`src/rtl/mc_pkg.sv`:
```
// Shared encodings for the multicycle MIPS control unit.
// States, opcodes, funct codes, ALUOp and ALUControl values.
package mc_pkg;

   typedef enum logic [3:0] {
      S_FETCH    = 4'd0,
      S_DECODE   = 4'd1,
      S_MEMADR   = 4'd2,
      S_MEMREAD  = 4'd3,
      S_MEMWB    = 4'd4,
      S_MEMWRITE = 4'd5,
      S_EXECUTE  = 4'd6,
      S_ALUWB    = 4'd7,
      S_BRANCH   = 4'd8,
      S_ADDIEXEC = 4'd9,
      S_ADDIWB   = 4'd10,
      S_JUMP     = 4'd11
   } state_t;

   typedef enum logic [1:0] {
      ALUOP_ADD   = 2'b00,
      ALUOP_SUB   = 2'b01,
      ALUOP_FUNCT = 2'b10,
      ALUOP_RSVD  = 2'b11
   } alu_op_t;

   localparam logic [5:0] OP_RTYPE = 6'b000000;
   localparam logic [5:0] OP_LW    = 6'b100011;
   localparam logic [5:0] OP_SW    = 6'b101011;
   localparam logic [5:0] OP_BEQ   = 6'b000100;
   localparam logic [5:0] OP_BNE   = 6'b000101;
   localparam logic [5:0] OP_ADDI  = 6'b001000;
   localparam logic [5:0] OP_J     = 6'b000010;

   localparam logic [5:0] FN_ADD = 6'b100000;
   localparam logic [5:0] FN_SUB = 6'b100010;
   localparam logic [5:0] FN_AND = 6'b100100;
   localparam logic [5:0] FN_OR  = 6'b100101;
   localparam logic [5:0] FN_SLT = 6'b101010;

   localparam logic [2:0] ALUC_AND = 3'b000;
   localparam logic [2:0] ALUC_OR  = 3'b001;
   localparam logic [2:0] ALUC_ADD = 3'b010;
   localparam logic [2:0] ALUC_SUB = 3'b110;
   localparam logic [2:0] ALUC_SLT = 3'b111;

endpackage

```
`src/rtl/multicycle_controller_if.sv`:
```
// Controller <-> datapath bundle: decode inputs in, selects and strobes out.
interface multicycle_controller_if;
   logic [5:0] Op;
   logic [5:0] Funct;
   logic       Zero;
   logic       PCEn;
   logic       IorD;
   logic       MemWrite;
   logic       IRWrite;
   logic       RegDst;
   logic       MemtoReg;
   logic       RegWrite;
   logic       ALUSrcA;
   logic [1:0] ALUSrcB;
   logic [2:0] ALUControl;
   logic [1:0] PCSrc;
   logic [3:0] State;

   modport master (
      input  Op, Funct, Zero,
      output PCEn, IorD, MemWrite, IRWrite, RegDst, MemtoReg, RegWrite,
             ALUSrcA, ALUSrcB, ALUControl, PCSrc, State
   );

   modport slave (
      output Op, Funct, Zero,
      input  PCEn, IorD, MemWrite, IRWrite, RegDst, MemtoReg, RegWrite,
             ALUSrcA, ALUSrcB, ALUControl, PCSrc, State
   );
endinterface

```
`src/rtl/multicycle_controller_alu_decoder.sv`:
```
// ALU decoder: maps ALUOp and Funct to the 3-bit ALU operation, purely combinational.
import mc_pkg::*;

module alu_decoder (
   input  alu_op_t    alu_op_i,
   input  logic [5:0] funct_i,
   output logic [2:0] alu_control_o
);
   always_comb begin
      alu_control_o = ALUC_ADD;
      case (alu_op_i)
         ALUOP_SUB: alu_control_o = ALUC_SUB;
         ALUOP_FUNCT: begin
            // unknown funct falls back to add so the R-type still writes rd
            case (funct_i)
               FN_SUB:  alu_control_o = ALUC_SUB;
               FN_AND:  alu_control_o = ALUC_AND;
               FN_OR:   alu_control_o = ALUC_OR;
               FN_SLT:  alu_control_o = ALUC_SLT;
               default: alu_control_o = ALUC_ADD;
            endcase
         end
         default: alu_control_o = ALUC_ADD;
      endcase
   end
endmodule

```
`src/rtl/multicycle_controller.sv`:
```
// Moore control FSM for the multicycle MIPS core; outputs decode from State (PCEn also uses Zero).
// Write strobes are held low while reset is asserted. MCCTRL_BNE_EN adds bne support.
import mc_pkg::*;

module multicycle_controller (
   input  logic                     clk,
   input  logic                     reset,
   multicycle_controller_if.master  bus
);
   state_t  state_q, state_d;
   alu_op_t alu_op;
   logic    pc_write, branch, ir_write, reg_write, mem_write;
`ifdef MCCTRL_BNE_EN
   logic    branch_ne;
`endif

   always_ff @(posedge clk or negedge reset) begin
      if (!reset) state_q <= S_FETCH;
      else        state_q <= state_d;
   end

   always_comb begin
      state_d = S_FETCH;
      case (state_q)
         S_FETCH: state_d = S_DECODE;
         S_DECODE: begin
            case (bus.Op)
               OP_LW, OP_SW: state_d = S_MEMADR;
               OP_RTYPE:     state_d = S_EXECUTE;
               OP_BEQ:       state_d = S_BRANCH;
`ifdef MCCTRL_BNE_EN
               OP_BNE:       state_d = S_BRANCH;
`endif
               OP_ADDI:      state_d = S_ADDIEXEC;
               OP_J:         state_d = S_JUMP;
               default:      state_d = S_FETCH;
            endcase
         end
         S_MEMADR: begin
            if (bus.Op == OP_LW)      state_d = S_MEMREAD;
            else if (bus.Op == OP_SW) state_d = S_MEMWRITE;
            else                      state_d = S_FETCH;
         end
         S_MEMREAD:  state_d = S_MEMWB;
         S_EXECUTE:  state_d = S_ALUWB;
         S_ADDIEXEC: state_d = S_ADDIWB;
         default:    state_d = S_FETCH;
      endcase
   end

   always_comb begin
      pc_write     = 1'b0;
      branch       = 1'b0;
`ifdef MCCTRL_BNE_EN
      branch_ne    = 1'b0;
`endif
      ir_write     = 1'b0;
      reg_write    = 1'b0;
      mem_write    = 1'b0;
      bus.IorD     = 1'b0;
      bus.RegDst   = 1'b0;
      bus.MemtoReg = 1'b0;
      bus.ALUSrcA  = 1'b0;
      bus.ALUSrcB  = 2'b00;
      bus.PCSrc    = 2'b00;
      alu_op       = ALUOP_ADD;
      case (state_q)
         S_FETCH: begin
            ir_write    = 1'b1;
            pc_write    = 1'b1;
            bus.ALUSrcB = 2'b01;
         end
         S_DECODE: bus.ALUSrcB = 2'b11;
         S_MEMADR, S_ADDIEXEC: begin
            bus.ALUSrcA = 1'b1;
            bus.ALUSrcB = 2'b10;
         end
         S_MEMREAD: bus.IorD = 1'b1;
         S_MEMWB: begin
            bus.MemtoReg = 1'b1;
            reg_write    = 1'b1;
         end
         S_MEMWRITE: begin
            bus.IorD  = 1'b1;
            mem_write = 1'b1;
         end
         S_EXECUTE: begin
            bus.ALUSrcA = 1'b1;
            alu_op      = ALUOP_FUNCT;
         end
         S_ALUWB: begin
            bus.RegDst = 1'b1;
            reg_write  = 1'b1;
         end
         S_ADDIWB: reg_write = 1'b1;
         S_BRANCH: begin
            bus.ALUSrcA = 1'b1;
            alu_op      = ALUOP_SUB;
            bus.PCSrc   = 2'b01;
`ifdef MCCTRL_BNE_EN
            // Op stays in the IR for the whole instruction, so it selects the branch sense
            branch_ne   = (bus.Op == OP_BNE);
            branch      = (bus.Op != OP_BNE);
`else
            branch      = 1'b1;
`endif
         end
         S_JUMP: begin
            bus.PCSrc = 2'b10;
            pc_write  = 1'b1;
         end
         default: ;
      endcase
   end

   alu_decoder u_alu_decoder (
      .alu_op_i      (alu_op),
      .funct_i       (bus.Funct),
      .alu_control_o (bus.ALUControl)
   );

`ifdef MCCTRL_BNE_EN
   assign bus.PCEn = reset & (pc_write | (branch & bus.Zero) | (branch_ne & ~bus.Zero));
`else
   assign bus.PCEn = reset & (pc_write | (branch & bus.Zero));
`endif
   assign bus.IRWrite  = reset & ir_write;
   assign bus.RegWrite = reset & reg_write;
   assign bus.MemWrite = reset & mem_write;
   assign bus.State    = state_q;
endmodule
```
`src/flat_wrapper.sv`:
```
// flat-port wrapper written by rule: the top's interface ports become plain ports
module multicycle_controller_flat 
  (clk, reset, bus_Op, bus_Funct, bus_Zero, bus_PCEn, bus_IorD, bus_MemWrite, bus_IRWrite, bus_RegDst, bus_MemtoReg, bus_RegWrite, bus_ALUSrcA, bus_ALUSrcB, bus_ALUControl, bus_PCSrc, bus_State);
  multicycle_controller_if bus_i ();
  input  logic clk;
  input  logic reset;
  input wire logic [$bits(bus_i.Op)-1:0] bus_Op;
  input wire logic [$bits(bus_i.Funct)-1:0] bus_Funct;
  input wire logic [$bits(bus_i.Zero)-1:0] bus_Zero;
  output wire logic [$bits(bus_i.PCEn)-1:0] bus_PCEn;
  output wire logic [$bits(bus_i.IorD)-1:0] bus_IorD;
  output wire logic [$bits(bus_i.MemWrite)-1:0] bus_MemWrite;
  output wire logic [$bits(bus_i.IRWrite)-1:0] bus_IRWrite;
  output wire logic [$bits(bus_i.RegDst)-1:0] bus_RegDst;
  output wire logic [$bits(bus_i.MemtoReg)-1:0] bus_MemtoReg;
  output wire logic [$bits(bus_i.RegWrite)-1:0] bus_RegWrite;
  output wire logic [$bits(bus_i.ALUSrcA)-1:0] bus_ALUSrcA;
  output wire logic [$bits(bus_i.ALUSrcB)-1:0] bus_ALUSrcB;
  output wire logic [$bits(bus_i.ALUControl)-1:0] bus_ALUControl;
  output wire logic [$bits(bus_i.PCSrc)-1:0] bus_PCSrc;
  output wire logic [$bits(bus_i.State)-1:0] bus_State;
  assign bus_i.Op = bus_Op;
  assign bus_i.Funct = bus_Funct;
  assign bus_i.Zero = bus_Zero;
  assign bus_PCEn = bus_i.PCEn;
  assign bus_IorD = bus_i.IorD;
  assign bus_MemWrite = bus_i.MemWrite;
  assign bus_IRWrite = bus_i.IRWrite;
  assign bus_RegDst = bus_i.RegDst;
  assign bus_MemtoReg = bus_i.MemtoReg;
  assign bus_RegWrite = bus_i.RegWrite;
  assign bus_ALUSrcA = bus_i.ALUSrcA;
  assign bus_ALUSrcB = bus_i.ALUSrcB;
  assign bus_ALUControl = bus_i.ALUControl;
  assign bus_PCSrc = bus_i.PCSrc;
  assign bus_State = bus_i.State;
  multicycle_controller u_core (.clk(clk), .reset(reset), .bus(bus_i));
endmodule
```
`config.mk`:
```
export PLATFORM = sky130hd
export DESIGN_NAME = multicycle_controller_flat
export DESIGN_NICKNAME = d
export VERILOG_FILES = /design/src/rtl/mc_pkg.sv /design/src/rtl/multicycle_controller_if.sv /design/src/rtl/multicycle_controller_alu_decoder.sv /design/src/rtl/multicycle_controller.sv /design/src/flat_wrapper.sv
export SDC_FILE = /design/constraint.sdc
export NUM_CORES = 1
export LEC_CHECK = 0
export CAP_MARGIN = 20
export CORE_UTILIZATION = 38
export CTS_CLUSTER_DIAMETER = 80
export DETAILED_ROUTE_END_ITERATION = 12
export PLACE_DENSITY = 0.9
export SETUP_SLACK_MARGIN = 0.3
export SYNTH_ARGS = -nofsm -noshare
export SYNTH_HDL_FRONTEND = slang
export SYNTH_SLANG_ARGS = --single-unit
export TNS_END_PERCENT = 1
```
`constraint.sdc`:
```
create_clock -name clk -period 4.56 [get_ports clk]
set_clock_uncertainty 0.1 [all_clocks]
set_input_delay 1.14 -clock clk [delete_from_list [all_inputs] [get_ports clk]]
set_output_delay 1.14 -clock clk [all_outputs]
set_load 0.005 [all_outputs]
```
==> key figures <==
Placement
  – Routability Congestion: 0.758
  – Cells after DPL: 116
  – IO Port Bufs: 33
  – Post-DP HPWL: 1140 µm

Timing
  – Timing-limited maximum frequency: 248 MHz
  – Slew Viols, Final: 0
  – RSZ-0062 raised after global routing: no
  – Final Hold Violating Endpoints: 0
  – Setup violations, final: 0
  – Slew @ Worst Pin: 0.503 ns
  – Fin crit share: 88.4%
  – Fin Setup TNS: 0 ns
  – Minimum clock period after layout: 4.03 ns
  – Worst slew margin: 66.4%

Critical path
  – Top delay family on crit path: buffers and inverters
  – Critical Path Fanout Max: 2
  – Startpoint Class: input port
  – Slowest CP cell: clkdlybuf4s50_1
  – CP Class: input port to output port
  – Slowest stage delay, CP: 0.50 ns
  – CP required: 3.32 ns
  – CP dominant cell by count: clkdlybuf4s50_1
  – Buf/Inv on CP: 2
  – CP Capture Type: output port
  – Worst EP arrival: 2.79 ns
  – Crit-path cells: clkdlybuf4s50_1 -> nand2b_1 -> nor4b_1 -> a32o_1 -> clkdlybuf4s50_1

Finish
  – Most common library cell in the layout ignoring fill and taps: clkdlybuf4s50_1
  – Layout net count: 123
  – Max reg flops: 4
  – Share of cells above drive strength 1: 7.69%
  – Diode count: 0
  – Most frequent cells in the layout: 33 x clkdlybuf4s50_1, 9 x nor2_1, 6 x nand2b_1, 6 x nor3_1, 5 x o21ai_0
  – P&R area growth vs syn: 67.6%
  – Multi-input logic area: 400 µm²
  – Filler Cells Inserted: 123
  – Fin cells: 119
  – FF+latch area: 100 µm²

Clock network
  – Maximum buffer depth of the clock tree: 2
  – CTS resizes: 0
  – Clock-pin slew on the worst setup and hold paths: 0.04 ns
  – Post-CTS setup buffers: 0
  – CTS Sinks: 4
  – Clock latency on the worst-skew pair: 0.24 ns
  – TritonCTS clock tree: done
  – H-tree Lvls: 1
  – CTS root buf: clkbuf_4
  – Hold-fix buffers at CTS: 0
  – CTS Buf Count: 3

Status
  – Status: completed

Floorplanning
  – Row count: 13
  – Chip width: 39.3 µm
  – Die area: 1550 µm²
  – Core area: 1300 µm²
  – DIE HEIGHT: 39.3 µm
  – IO Pins: 34
  – Starting density of the core: 40.7%

Logic synthesis
  – Flops & latches, synth: 4
  – Ys Warns: 0
  – Ys async rst share: 100%
  – Main combinational cell family by area after synthesis: simple AND/OR/NAND/NOR gates
  – Syn Area/Cell: 7.45 µm²
  – Post-Syn Nets: 88
  – Adder-cell share of the synthesized area: 4.73%
  – Number of flops mapped to enable cells by yosys: 0
  – Synth Area in XOR/XNOR: 6.62%
  – Sequential share of the synthesized area: 18.9%
  – Compound-gate portion of the synthesized area: 17.0%
  – Mux contribution to synthesized area: 1.89%
  – Simple-Gate Fraction of Synth Area: 45.4%
  – Post-Syn Instances: 71
  – Top FF cell, synth: dfrtp_1
  – Count of cell types in the netlist: 32
  – Mapped Area: 529 µm²

Power and ir drop
  – Worst VDD drop: 285 µV
  – Total power: 0.000270 W
  – Pwr Density: 305 nW/µm²
  – Lkg Pwr: 0.322 nW

Global routing
  – Pin count of the biggest net entering global routing: 16
  – First-pass GRT wire length: 2430 µm
  – Vias in the first global route: 585
  – Antenna violations before repair: 0
  – Total GRT Usage: 23.2%
  – Total overflow reported by the global router: 0

Detailed routing
  – Iter 0 DRT Violations: 23
  – DR DRC count: 0
  – Vias post-DR: 638
  – Final ANT Viol Nets: 0
  – Vias per std cell: 5.36
  – DR WL/cell: 12.1 µm
  – Drt total wl: 1440 µm
  – Total iterations of the first detailed-routing run: 4

Flow run
  – Maxcap violations: 0

Worst hold path
  – Hold Path Class: flip-flop to flip-flop
cell type report:
cell class | count | area share (%)
clock buffers | 3 | 2.54
inverters | 4 | 1.69
multi-input cells | 60 | 45.1
flip-flops and latches | 4 | 11.3
well taps | 15 | 2.12
repair buffers | 33 | 37.2
power breakdown:
part	switching (W)	total [W]	leakage [nW]	internal, W
Sequential	0.0000309	0.0000740	0.0532	0.0000430
Combinational	0.0000574	0.000150	0.255	0.0000929
Clock	0.0000166	0.0000462	0.0138	0.0000296
Total	0.000105	0.000270	0.322	0.000165
cell usage after synthesis (all sizes together) (2+ instances only):
cell / count / area share, %
inv: 4 / 2.8
nor3: 7 / 7.6
nor4: 5 / 8.7
xor2: 2 / 3.3
a21oi: 3 / 2.8
buf: 2 / 1.9
nand2b: 6 / 7.1
dfrtp: 4 / 19
nand2: 3 / 2.1
xnor2: 2 / 3.3
nor2: 9 / 6.4
or2: 3 / 4.0
ha: 2 / 4.7
o21ai: 5 / 4.7
path summary, 6_finish.rpt:
kind                                       end  depth (start not counted)                start  slack, ns
setup / recovery             bus_ALUControl[0]                          5         bus_Funct[4]       0.53
max in group asynchronous  u_core.bus.State[3]                          1                reset       3.16
hold reg to reg            u_core.bus.State[3]                          1  u_core.bus.State[3]       0.58
min in group asynchronous  u_core.bus.State[0]                          1                reset       1.01
setup reg to reg           u_core.bus.State[0]                          4  u_core.bus.State[0]       2.91
hold / removal             u_core.bus.State[3]                          1  u_core.bus.State[3]       0.58
routing by layer:
metal | vias to the layer above | routed length (µm) | share of wire, % | GRT usage (%)
li1 | 323 | - | - | -
met4 | 0 | 0 | 0 | 6.90
met2 | 25 | 722 | 50 | 37.9
met5 | - | 0 | 0 | 0
met1 | 290 | 645 | 45 | 29.1
met3 | 0 | 75 | 5.2 | 6.82
through the flow:
step	cell area (µm²)	hold slack, ns	util (%)	setup slack, ns
after floorplan	529	0.516	-	1.51
after global placement	865	0.563	66.4	0.607
after detailed placement	865	0.565	66.4	0.529
after CTS	887	0.577	68.2	0.529
after global routing	887	0.622	68.2	0.332
final	887	0.583	68.2	0.530
kinds of logic (layout without fill, tap and decap cells):
logic type                 Yosys count  count (layout)
and+or+nand+nor                     39              39
AOI/OAI and AO/OA                   14              14
buffers and inverters                7              40
xor gates and xnor gates             4               4
DFF                                  4               4
adders and majority gates            2               2
muxes                                1               1
(Power assumes the default switching activity.)
==> RTL edit 1 (same flow settings) <==
The option `MCCTRL_BNE_EN` is turned on by a define.
--- a/src/rtl/multicycle_controller.sv
+++ b/src/rtl/multicycle_controller.sv
@@ -1,4 +1,6 @@
 // Moore control FSM for the multicycle MIPS core; outputs decode from State (PCEn also uses Zero).
 // Write strobes are held low while reset is asserted. MCCTRL_BNE_EN adds bne support.
+`define MCCTRL_BNE_EN
+
 import mc_pkg::*;
 
Function: changed (a bounded check fails within 4 cycles, from zero or initial values and one cycle with reset low).
==> RTL edit 1 against the original RTL <==
Routed wire length rose by 8.8%; worst setup slack got worse by 0.035 ns; final area rose by 3.0%; synthesized cell count rose by 13%; register-to-register slack got worse by 0.20 ns; total power barely moved; synthesized area rose by 5.2%; hold slack improved by 0.067 ns; sequential cell count did not move; critical path type unchanged; largest power group unchanged; highest routed layer is now met4.
==> RTL edit 1: results (changes against the original RTL) <==
Final layout
  – Non-clock inverters: 3 (was 4)
  – Comb_multi_in: 69 (was 60)
  – Num sequential: 4 (unchanged)
  – Share of cells above drive strength 1: 0.0536 (was 0.0769)
  – Filler cells: 115 (was 123)
  – Utilization after layout: 0.685 (was 0.682)
  – NonClk Buf Share: 0.362 (was 0.372)
  – Clock-cell share: 0.0247 (was 0.0254)

Route
  – Routed wire length on met3: 106 µm (was 75 µm)
  – Drt initial violations: 7 (was 23)
  – Metal1 wirelength: 751 µm (was 645 µm)
  – Length of routed met2 wiring: 680 µm (was 722 µm)
  – Pre-Repair DR Iteration Count: 5 (was 4)
  – Vias: 673 (was 638)

Run status
  – Status: finished, final reports clean (unchanged)

Yosys
  – Post-synthesis xor/xnor area fraction: 0.0629 (was 0.0662)
  – Post-synthesis adder-cell area fraction: 0.0449 (was 0.0473)

Worst setup path
  – CP max FO: 5 (was 2)
  – FF-to-FF End: u_core.bus.State[1]$_DFF_PN0_ (was u_core.bus.State[0]$_DFF_PN0_)
  – Crit-path max cell delay: 0.52 ns (was 0.50 ns)
  – Reg-to-reg slack, setup: 2.71 ns (was 2.91 ns)
  – R2r startpoint: u_core.bus.State[2]$_DFF_PN0_ (was u_core.bus.State[0]$_DFF_PN0_)

STA
  – Final period util: 0.892 (was 0.884)
  – Rel. slew slack: 0.671 (was 0.664)

Place
  – Placed insts: 124 (was 116)
  – Post-DP Area: 891 µm² (was 865 µm²)
  – GP Congestion: 0.827 (was 0.758)
  – Worst slack at placement: 0.488 ns (was 0.529 ns)

Min path
  – Hold Crit Start: u_core.bus.State[2]$_DFF_PN0_ (was u_core.bus.State[3]$_DFF_PN0_)

Power and ir drop
  – NetSw: 104 µW (was 105 µW)
  – Worst VDD drop: 0.000204 V (was 0.000285 V)

Global routing
  – Vias in the first global route: 515 (was 585)
  – Total track usage: 0.216 (was 0.232)
  – Met3 Use GR: 0.0667 (was 0.0682)
  – Met1 usage: 0.279 (was 0.291)
RTL edit 1: changes by cell type after synthesis, sizes merged, moves of 3 or more:
cell    before  now
nand4        0    3
nor2b        1    5
nand2        3    7
nor3         7    4
clkbuf       1    4
nor4         5    1
RTL edit 1: worst max-delay path by stage:
stage,from,end,cells after the start
2_1_floorplan,u_core.bus.State[2]$_DFF_PN0_,bus_ALUControl[1],6
3_3_place_gp,bus_Op[3],bus_PCEn,6
3_5_place_dp,bus_Op[3],bus_PCEn,6
4_1_cts,bus_Op[3],bus_PCEn,6
5_1_grt,bus_Op[3],bus_PCEn,6
6_report,bus_Op[3],bus_PCEn,6
RTL edit 1: power by group through the flow:
| stage | combinational, µW | sequential [µW] | clock [µW] |
|---|---|---|---|
| floorplan | 88.8 | 52.1 | 0 |
| global placement | 148 | 71.6 | 0 |
| detailed placement | 152 | 72.1 | 0 |
| CTS | 153 | 71.7 | 47.9 |
| global route | 167 | 75.9 | 52.2 |
| finish | 153 | 72.6 | 45.3 |
==> RTL edit 2 (config.mk and constraints unchanged) <==
Without the edit above. Make the reset (`reset`) synchronous in one clocked block.
--- a/src/rtl/multicycle_controller.sv
+++ b/src/rtl/multicycle_controller.sv
@@ -15,5 +15,5 @@
 `endif
 
-   always_ff @(posedge clk or negedge reset) begin
+   always_ff @(posedge clk) begin
       if (!reset) state_q <= S_FETCH;
       else        state_q <= state_d;
Formal check against the unedited RTL: differs if reset is asserted again (counterexample within 4 cycles, from zero or initial values and one cycle with reset low); with reset held inactive, the same outputs for 10 cycles.
==> RTL edit 2 against the original RTL <==
Routed wire length rose by 15%; core utilization rose by 0.49 points; first-iteration DRC count fell by 4.3%; synthesized cell count rose by 20%; highest routed layer is now met4; final area rose by 3.2%; non-clock buffer count did not move; worst setup slack improved by 0.028 ns; synthesized area rose by 5.9%; sequential cell count did not move.
Power is not compared: it rests on default switching activity, and its combinational part moved more than twofold at a synthesized area within 25%.
==> RTL edit 2: results (changes against the original RTL) <==
Global routing
  – Vias in the first global route: 644 (was 585)
  – Largest net degree at the start of global routing: 18 (was 16)
  – Total track usage: 0.228 (was 0.232)
  – First-pass GRT wire length: 2510 µm (was 2430 µm)

Route
  – Vias: 726 (was 638)
  – Metal1 wirelength: 637 µm (was 645 µm)
  – Length of routed met2 wiring: 902 µm (was 722 µm)
  – Top sig layer: met4 (was met3)
  – Routed wire length on met3: 97 µm (was 75 µm)

Final layout
  – Share of cells above drive strength 1: 0.0598 (was 0.0769)
  – Post-Layout Cell Count: 132 (was 119)
  – Layout Nets: 137 (was 123)

Run status
  – Status: finished, final reports clean (unchanged)

Yosys
  – Sequential area share after synthesis: 0.143 (was 0.189)
  – List of most frequent post-synthesis cells: nor2_1, nand2b_1, a21oi_1, nor3_1, o21ai_0 (was nor2_1, nand2b_1, nor3_1, o21ai_0)
  – Syn Area/Cell: 6.59 µm² (was 7.45 µm²)
  – Syn Nets: 103 (was 88)

Worst setup path
  – Arrival time worst endpoint: 2.76 ns (was 2.79 ns)
  – R2r startpoint: u_core.bus.State[0]$_SDFF_PN0_ (was u_core.bus.State[0]$_DFF_PN0_)
  – FF-to-FF End: u_core.bus.State[0]$_SDFF_PN0_ (was u_core.bus.State[0]$_DFF_PN0_)

Power and ir drop
  – Total Power: 127 µW

Place
  – Worst slack at placement: 0.529 ns (about the same)
  – DP Wirelength: 1340 µm (was 1140 µm)
  – GP Congestion: 0.832 (was 0.758)

STA
  – Worst hold margin: 0.538 ns (was 0.583 ns)

Min path
  – Hold Crit Start: u_core.bus.State[1]$_SDFF_PN0_ (was u_core.bus.State[3]$_DFF_PN0_)
## RTL edit 2: cell types whose count changed in the layout (fill, tap and decap cells not counted), moves of 2 or more
cell,before,now
nor2b_1,1,4
nand3_1,0,3
a31oi_1,1,3
dfrtp_1,4,0
dfxtp_1,0,3
a21oi_1,3,6
and3_1,0,3
nand2b_1,6,9
nor4_1,4,1
## RTL edit 2: worst max-delay path: stages
cell and delay (ns):
clkdlybuf4s50_1 0.41, nand2b_1 0.15, nor4_1 0.38, a32o_1 0.18, clkdlybuf4s50_1 0.50
## RTL edit 2: timing repair
action,CTS,global route
endpoints found under the setup margin,0,1
setup buffers,0,0
hold buffers,0,0
gates resized for setup,0,1
## RTL edit 2: final cells by class
cell class / count / area share
multi-input combinational: 72 / 0.485
sequential: 4 / 0.0888
timing repair buffer: 33 / 0.361
clock buffer: 3 / 0.0246
inverter: 5 / 0.0205
tap: 15 / 0.0205
## RTL edit 2: worst max path at each step
stage	endpoint	startpoint	depth (start not counted)
floorplan	bus_ALUControl[0]	bus_Funct[4]	3
global placement	bus_ALUControl[0]	bus_Funct[4]	5
detailed placement	bus_ALUControl[0]	bus_Funct[4]	5
CTS	bus_ALUControl[0]	u_core.bus.State[1]$_SDFF_PN0_	9
global route	bus_ALUControl[0]	bus_Funct[4]	5
finish	bus_ALUControl[0]	bus_Funct[0]	5
## RTL edit 2: kinds of logic (layout without fill, tap and decap cells)
logic type / count (synthesis) / count (layout) / share of synthesized area
DFF: 4 / 4 / 0.143
AOI/OAI and AO/OA: 21 / 21 / 0.230
xor gates and xnor gates: 3 / 3 / 0.0469
adders and majority gates: 3 / 3 / 0.0670
buffers and inverters: 9 / 41 / 0.0647
and+or+nand+nor: 45 / 45 / 0.449
